==> src/rtl/modulo_count_scheduler_if.sv <==
// Request/limit inputs and grant/count status of the modulo count scheduler.
// The scheduler is the slave; whoever issues requests is the master.
interface modulo_count_scheduler_if #(
    parameter int WIDTH   = 4,
    parameter int WRAPS_W = 4
);
    logic [1:0]         req;
    logic [WIDTH-1:0]   limit0;
    logic [WIDTH-1:0]   limit1;
    logic [WRAPS_W-1:0] wraps0;
    logic [WRAPS_W-1:0] wraps1;
    logic               count_en;
    logic [1:0]         grant;
    logic               busy;
    logic [WIDTH-1:0]   count;
    logic               done;
    logic               abort;
    logic               owner_id;

    modport master (
        output req, limit0, limit1, wraps0, wraps1, count_en,
        input  grant, busy, count, done, abort, owner_id
    );

    modport slave (
        input  req, limit0, limit1, wraps0, wraps1, count_en,
        output grant, busy, count, done, abort, owner_id
    );
endinterface

==> src/rtl/modulo_count_scheduler.sv <==
// Two-requester round-robin owner of a shared modulo counter: the winner's
// limit and wrap target are latched at grant, and the run ends in done or abort.
module modulo_count_scheduler #(
    parameter int WIDTH   = 4,
    parameter int WRAPS_W = 4
) (
    input  logic                    clock,
    input  logic                    reset,
    modulo_count_scheduler_if.slave sched
);
    typedef enum logic [1:0] {
        IDLE = 2'd0,
        LOAD = 2'd1,
        RUN  = 2'd2,
        DONE = 2'd3
    } state_t;

    localparam logic [WIDTH-1:0]   COUNT_ZERO = {WIDTH{1'b0}};
    localparam logic [WIDTH-1:0]   COUNT_ONE  = {{(WIDTH-1){1'b0}}, 1'b1};
    localparam logic [WRAPS_W-1:0] WRAP_ZERO  = {WRAPS_W{1'b0}};
    localparam logic [WRAPS_W-1:0] WRAP_ONE   = {{(WRAPS_W-1){1'b0}}, 1'b1};

    state_t             state_r, state_s;
    logic [1:0]         grant_r, grant_s;
    logic               busy_r, busy_s;
    logic               done_r, done_s;
    logic               abort_r, abort_s;
    logic               owner_r, owner_s;
    logic               last_r, last_s;
    logic [WIDTH-1:0]   count_r, count_s;
    logic [WIDTH-1:0]   limit_q_r, limit_q_s;
    logic [WRAPS_W-1:0] target_q_r, target_q_s;
    logic [WRAPS_W-1:0] wrap_cnt_r, wrap_cnt_s;
    logic [WRAPS_W-1:0] wrap_inc_s;
    logic               win_s;
    logic               owner_lost_s;

    // A requested wrap count of zero still means one full pass.
    function automatic logic [WRAPS_W-1:0] wrap_target(input logic [WRAPS_W-1:0] wraps);
        logic [WRAPS_W-1:0] tgt;
        if (wraps == WRAP_ZERO) begin
            tgt = WRAP_ONE;
        end else begin
            tgt = wraps;
        end
        return tgt;
    endfunction

    // On contention the requester not served last wins.
    function automatic logic pick_winner(input logic [1:0] req, input logic last);
        logic win;
        case (req)
            2'b01:   win = 1'b0;
            2'b10:   win = 1'b1;
            2'b11:   win = ~last;
            default: win = 1'b0;
        endcase
        return win;
    endfunction

    // Next-state and next-output decode; losing the owner's request beats completion.
    always_comb begin
        state_s      = state_r;
        grant_s      = grant_r;
        busy_s       = busy_r;
        count_s      = count_r;
        done_s       = 1'b0;
        abort_s      = 1'b0;
        owner_s      = owner_r;
        last_s       = last_r;
        limit_q_s    = limit_q_r;
        target_q_s   = target_q_r;
        wrap_cnt_s   = wrap_cnt_r;
        win_s        = pick_winner(sched.req, last_r);
        wrap_inc_s   = wrap_cnt_r + WRAP_ONE;
        owner_lost_s = ((state_r == LOAD) || (state_r == RUN)) && !sched.req[owner_r];

        if (owner_lost_s) begin
            state_s = IDLE;
            abort_s = 1'b1;
            grant_s = 2'b00;
            busy_s  = 1'b0;
            count_s = COUNT_ZERO;
            last_s  = owner_r;
        end else begin
            case (state_r)
                IDLE: begin
                    grant_s = 2'b00;
                    busy_s  = 1'b0;
                    count_s = COUNT_ZERO;
                    if (sched.req != 2'b00) begin
                        state_s    = LOAD;
                        grant_s    = win_s ? 2'b10 : 2'b01;
                        busy_s     = 1'b1;
                        owner_s    = win_s;
                        limit_q_s  = win_s ? sched.limit1 : sched.limit0;
                        target_q_s = wrap_target(win_s ? sched.wraps1 : sched.wraps0);
                        wrap_cnt_s = WRAP_ZERO;
                    end else begin
                        state_s = IDLE;
                    end
                end
                LOAD: begin
                    state_s = RUN;
                end
                RUN: begin
                    if (sched.count_en) begin
                        if (count_r == limit_q_r) begin
                            count_s    = COUNT_ZERO;
                            wrap_cnt_s = wrap_inc_s;
                            if (wrap_inc_s == target_q_r) begin
                                state_s = DONE;
                                done_s  = 1'b1;
                                grant_s = 2'b00;
                            end else begin
                                state_s = RUN;
                            end
                        end else begin
                            count_s = count_r + COUNT_ONE;
                        end
                    end else begin
                        state_s = RUN;
                    end
                end
                DONE: begin
                    state_s = IDLE;
                    grant_s = 2'b00;
                    busy_s  = 1'b0;
                    count_s = COUNT_ZERO;
                    last_s  = owner_r;
                end
                default: begin
                    state_s = IDLE;
                    grant_s = 2'b00;
                    busy_s  = 1'b0;
                    count_s = COUNT_ZERO;
                end
            endcase
        end
    end

    // State and registered outputs; reset favours requester 0 next.
    always_ff @(posedge clock) begin
        if (reset) begin
            state_r    <= IDLE;
            grant_r    <= 2'b00;
            busy_r     <= 1'b0;
            done_r     <= 1'b0;
            abort_r    <= 1'b0;
            owner_r    <= 1'b0;
            last_r     <= 1'b1;
            count_r    <= COUNT_ZERO;
            limit_q_r  <= COUNT_ZERO;
            target_q_r <= WRAP_ONE;
            wrap_cnt_r <= WRAP_ZERO;
        end else begin
            state_r    <= state_s;
            grant_r    <= grant_s;
            busy_r     <= busy_s;
            done_r     <= done_s;
            abort_r    <= abort_s;
            owner_r    <= owner_s;
            last_r     <= last_s;
            count_r    <= count_s;
            limit_q_r  <= limit_q_s;
            target_q_r <= target_q_s;
            wrap_cnt_r <= wrap_cnt_s;
        end
    end

    assign sched.grant    = grant_r;
    assign sched.busy     = busy_r;
    assign sched.count    = count_r;
    assign sched.done     = done_r;
    assign sched.abort    = abort_r;
    assign sched.owner_id = owner_r;

endmodule

==> src/flat_wrapper.sv <==
// flat-port wrapper written by rule: the top's interface ports become plain ports
module modulo_count_scheduler_flat 
#(
    parameter int WIDTH   = 4,
    parameter int WRAPS_W = 4
)
  (clock, reset, sched_req, sched_limit0, sched_limit1, sched_wraps0, sched_wraps1, sched_count_en, sched_grant, sched_busy, sched_count, sched_done, sched_abort, sched_owner_id);
  modulo_count_scheduler_if #(.WIDTH(WIDTH), .WRAPS_W(WRAPS_W)) sched_i ();
  input  logic clock;
  input  logic reset;
  input wire logic [$bits(sched_i.req)-1:0] sched_req;
  input wire logic [$bits(sched_i.limit0)-1:0] sched_limit0;
  input wire logic [$bits(sched_i.limit1)-1:0] sched_limit1;
  input wire logic [$bits(sched_i.wraps0)-1:0] sched_wraps0;
  input wire logic [$bits(sched_i.wraps1)-1:0] sched_wraps1;
  input wire logic [$bits(sched_i.count_en)-1:0] sched_count_en;
  output wire logic [$bits(sched_i.grant)-1:0] sched_grant;
  output wire logic [$bits(sched_i.busy)-1:0] sched_busy;
  output wire logic [$bits(sched_i.count)-1:0] sched_count;
  output wire logic [$bits(sched_i.done)-1:0] sched_done;
  output wire logic [$bits(sched_i.abort)-1:0] sched_abort;
  output wire logic [$bits(sched_i.owner_id)-1:0] sched_owner_id;
  assign sched_i.req = sched_req;
  assign sched_i.limit0 = sched_limit0;
  assign sched_i.limit1 = sched_limit1;
  assign sched_i.wraps0 = sched_wraps0;
  assign sched_i.wraps1 = sched_wraps1;
  assign sched_i.count_en = sched_count_en;
  assign sched_grant = sched_i.grant;
  assign sched_busy = sched_i.busy;
  assign sched_count = sched_i.count;
  assign sched_done = sched_i.done;
  assign sched_abort = sched_i.abort;
  assign sched_owner_id = sched_i.owner_id;
  modulo_count_scheduler #(.WIDTH(WIDTH), .WRAPS_W(WRAPS_W)) u_core (.clock(clock), .reset(reset), .sched(sched_i));
endmodule
==> config.mk <==
export PLATFORM = sky130hd
export DESIGN_NAME = modulo_count_scheduler_flat
export DESIGN_NICKNAME = d
export VERILOG_FILES = /design/src/rtl/modulo_count_scheduler_if.sv /design/src/rtl/modulo_count_scheduler.sv /design/src/flat_wrapper.sv
export SDC_FILE = /design/constraint.sdc
export NUM_CORES = 1
export LEC_CHECK = 0
export CORE_UTILIZATION = 49
export CTS_CLUSTER_DIAMETER = 30
export DETAILED_ROUTE_END_ITERATION = 6
export PLACE_DENSITY = 0.87
export SLEW_MARGIN = 20
export SYNTH_ARGS = -nofsm -noshare
export SYNTH_HDL_FRONTEND = slang
export SYNTH_SLANG_ARGS = --single-unit
==> constraint.sdc <==
create_clock -name clock -period 2.4 [get_ports clock]
set_clock_uncertainty 0.2 [all_clocks]
set_input_delay 0.36 -clock clock [delete_from_list [all_inputs] [get_ports clock]]
set_output_delay 0.36 -clock clock [all_outputs]
set_load 0.02 [all_outputs]
==> results.toml <==
[yosys]
netlist.area_leader.share_pct = 36.9
synth_area_um2 = 1360
ys_types = 37
synth_edf_count = 0
yosys_warnings = 0
syn_area_per_cell_um2 = 8.43
syn_nets = 187
synth_area_leaders = "dfxtp_1 37%, mux2i_1 7.4%, nor2_1 5.5%"
synth_area_leader_cell = "dfxtp_1"
ys_ff_latch = 25
synth_flop_cell = "dfxtp_1"
synth-async-reset-ratio_pct = 0
yosysSeqAreaShare_pct = 36.9
synthCells = 161

[detailed_routing]
final_antenna_net_count = 0
wl_per_cell_um = 13.0
dr.pass1.iters = 4
drt_iter0_drc = 37
routed_wl_um = 2920
vias = 1280
drc = 0
avgViaCountPerCell = 5.69

[sta]
fmax_mhz = 457
finalSetupTns_ns = 0
rsz0062_at_grt = "false"
setup_viol = 0
tightest_slew_ns = 0.458
period_minus_slack_ns = 2.19
slew_viol_final = 0
relSlewSlack_pct = 69.1
post-route-period-util_pct = 91.1
hold_viol = 0

[clocking]
cts.sinks = 25
ctsResizeCount = 0
cts_tree = "done"
cts_buffer_depth = 2
root_buffer = "clkbuf_4"
cts_setup_buffers = 0
cts_buffers = 3
hold_buffers = 0
htree_num_levels = 1
clkLatencyLatePin_ns = 0.33
clkTransAtPathRegs_ns = 0.15

[floorplan]
io_pins = 31
fp-row-count = 18
core_um2 = 2540
start_util_pct = 53.3
die_h_um = 54.6
die_w_um = 54.6
dieArea_um2 = 2980

[grt]
met1_usage_pct = 25.7
grt_use_met2_pct = 38.0
met3_usage_pct = 2.50
grt-busiest-layer = "met2"
grt_usage_pct = 21.4
grt_overflow = 0
grt_max_degree = 17
antenna_found_initial = 0
grt_pass1_vias = 1122
grt_pass1_wl_um = 4620

[layout]
finish.utilization_pct = 68.7
fillCellCount = 210
drive_above_1_share_pct = 9.23
area_growth_pct = 28.8
num_antenna_cells = 0
nNetsFinal = 222

[critical_path]
worstReg2RegStart = "u_core.state_r[1]"
worstPathMaxFanout = 9
rr_worst_depth = 6
crit_family = "simple AND/OR/NAND/NOR gates"
critPathBufInv = 1
worstPathArrival_ns = 2.26
start_kind = "flop"
path_cells = "inv_1, ha_1, a221oi_1, nand4_2, or3b_1, a21oi_1"
crit_type = "flop to flop"
required_ns = 2.47
reg2reg_to = "u_core.wrap_cnt_r[2]"
end_kind = "flop"
worst-r2r-setup-slack_ns = 0.21
slowest_delay_ns = 0.41
crit_path_end = "u_core.wrap_cnt_r[2]"
cp_slowest_cell = "dfxtp_1"
crit_start = "u_core.state_r[1]"
crit_cells = 6

[pwr]
power.density_nw_per_um2 = 1070
p_leak_nw = 0.680
ir_worst_vdd_mv = 0.901

[status]
status = "finished, final reports clean"

[placed_design]
portBuffers = 30
place_hpwl_um = 2320
place_congestion = 0.885

[flow_run]
maxCapViolCount = 0

[worst_hold_path]
hold_class = "flop to flop"
metal layers:
metal	routed length [um]	vias to the layer above
met5	0	-
met4	45	0
met3	134	6
met2	1400	46
met1	1330	590
li1	-	638
worst min-delay path, stage by stage, from the launching register on:
cell     delay, ns
dfxtp_1       0.34
nand2_1       0.05
mux2i_1       0.06
metrics by stage:
stage	instance area [um^2]	setup slack [ns]	total power [W]	hold WS, ns	instances
3_5_place_dp	1720	0.0371	0.00167	0.269	221
3_3_place_gp	1720	0.113	0.00163	0.246	221
4_1_cts	1750	0.195	0.00187	0.293	225
5_1_grt	1750	0.0706	0.00201	0.302	225
6_report	1750	0.214	0.00187	0.293	225
2_1_floorplan	1360	0.364	0.00135	0.257	161
area by class of cell:
| cell class | instances | area (um^2) | area share [%] |
|---|---|---|---|
| clock buffers | 3 | 22.5 | 1.29 |
| inverters | 5 | 18.8 | 1.07 |
| repair buffers | 37 | 353 | 20.2 |
| well taps | 30 | 37.5 | 2.15 |
| multi-input cells | 124 | 808 | 46.2 |
| flip-flops and latches | 25 | 500 | 28.6 |
| clock inverters | 1 | 7.51 | 0.429 |
logic make-up (layout without fill, tap and decap cells):
group / count (synthesis) / in the layout / synth area share [%]
adder cells (fa/ha/maj): 5 / 5 / 4.61
AND/OR/NAND/NOR: 60 / 60 / 23.2
buffers and inverters: 12 / 46 / 3.59
flip-flops: 25 / 25 / 36.9
XOR/XNOR: 11 / 11 / 7.10
multiplexers: 10 / 10 / 7.37
AO/OA/AOI/OAI: 38 / 38 / 17.2
power by group:
part | internal, W | leakage [nW] | switching (W)
clock network | 0.0000638 | 0.0139 | 0.000134
registers | 0.000539 | 0.205 | 0.0000939
logic | 0.000445 | 0.461 | 0.000594
total | 0.00105 | 0.680 | 0.000822
placed cells by master (no fill, tap or decap), drive strengths merged:
master and count:
a211o 1, a211oi 8, a21boi 1, a21oi 13, a221oi 1, a31o 1
a31oi 2, a32oi 1, and2 1, and2b 1, and3 1, buf 7
clkbuf 3, clkdlybuf4s50 30, clkinvlp 1, dfxtp 25, ha 5, inv 5
mux2i 10, nand2 12, nand2b 1, nand3 2, nand3b 1, nand4 2
nor2 21, nor2b 3, nor3 7, nor3b 1, nor4 2, o21ai 9
o41ai 1, or2 2, or3 1, or3b 2, xnor2 6, xor2 5
sequential cells by signal, indices dropped and copies added, names as in the netlist:
name,count
u_core.sched.abort,1
u_core.sched.grant,2
u_core.last_r,1
u_core.sched.busy,1
u_core.limit_q_r,4
u_core.wrap_cnt_r,4
u_core.target_q_r,4
u_core.sched.count,4
u_core.sched.owner_id,1
u_core.sched.done,1
u_core.state_r,2
Yosys cell counts (all sizes together) (3+ instances only):
cell type / n
nand2: 12
clkbuf: 4
xnor2: 6
mux2i: 10
dfxtp: 25
nor3: 7
ha: 5
inv: 5
xor2: 5
o21ai: 9
a21oi: 13
a211oi: 8
nor2: 21
buf: 3
nor2b: 3
worst min-delay path by stage:
stage / slack, ns / cells past startpoint / start / to
floorplan: 0.26 / 2 / u_core.last_r / u_core.last_r
global placement: 0.25 / 2 / u_core.sched.grant[0] / u_core.sched.grant[0]
detailed placement: 0.27 / 2 / u_core.sched.grant[0] / u_core.sched.grant[0]
CTS: 0.29 / 2 / u_core.sched.grant[0] / u_core.sched.grant[0]
global route: 0.30 / 2 / u_core.sched.grant[0] / u_core.sched.grant[0]
finish: 0.29 / 2 / u_core.sched.grant[0] / u_core.sched.grant[0]
Note: power is estimated with default switching activity, not from simulation.
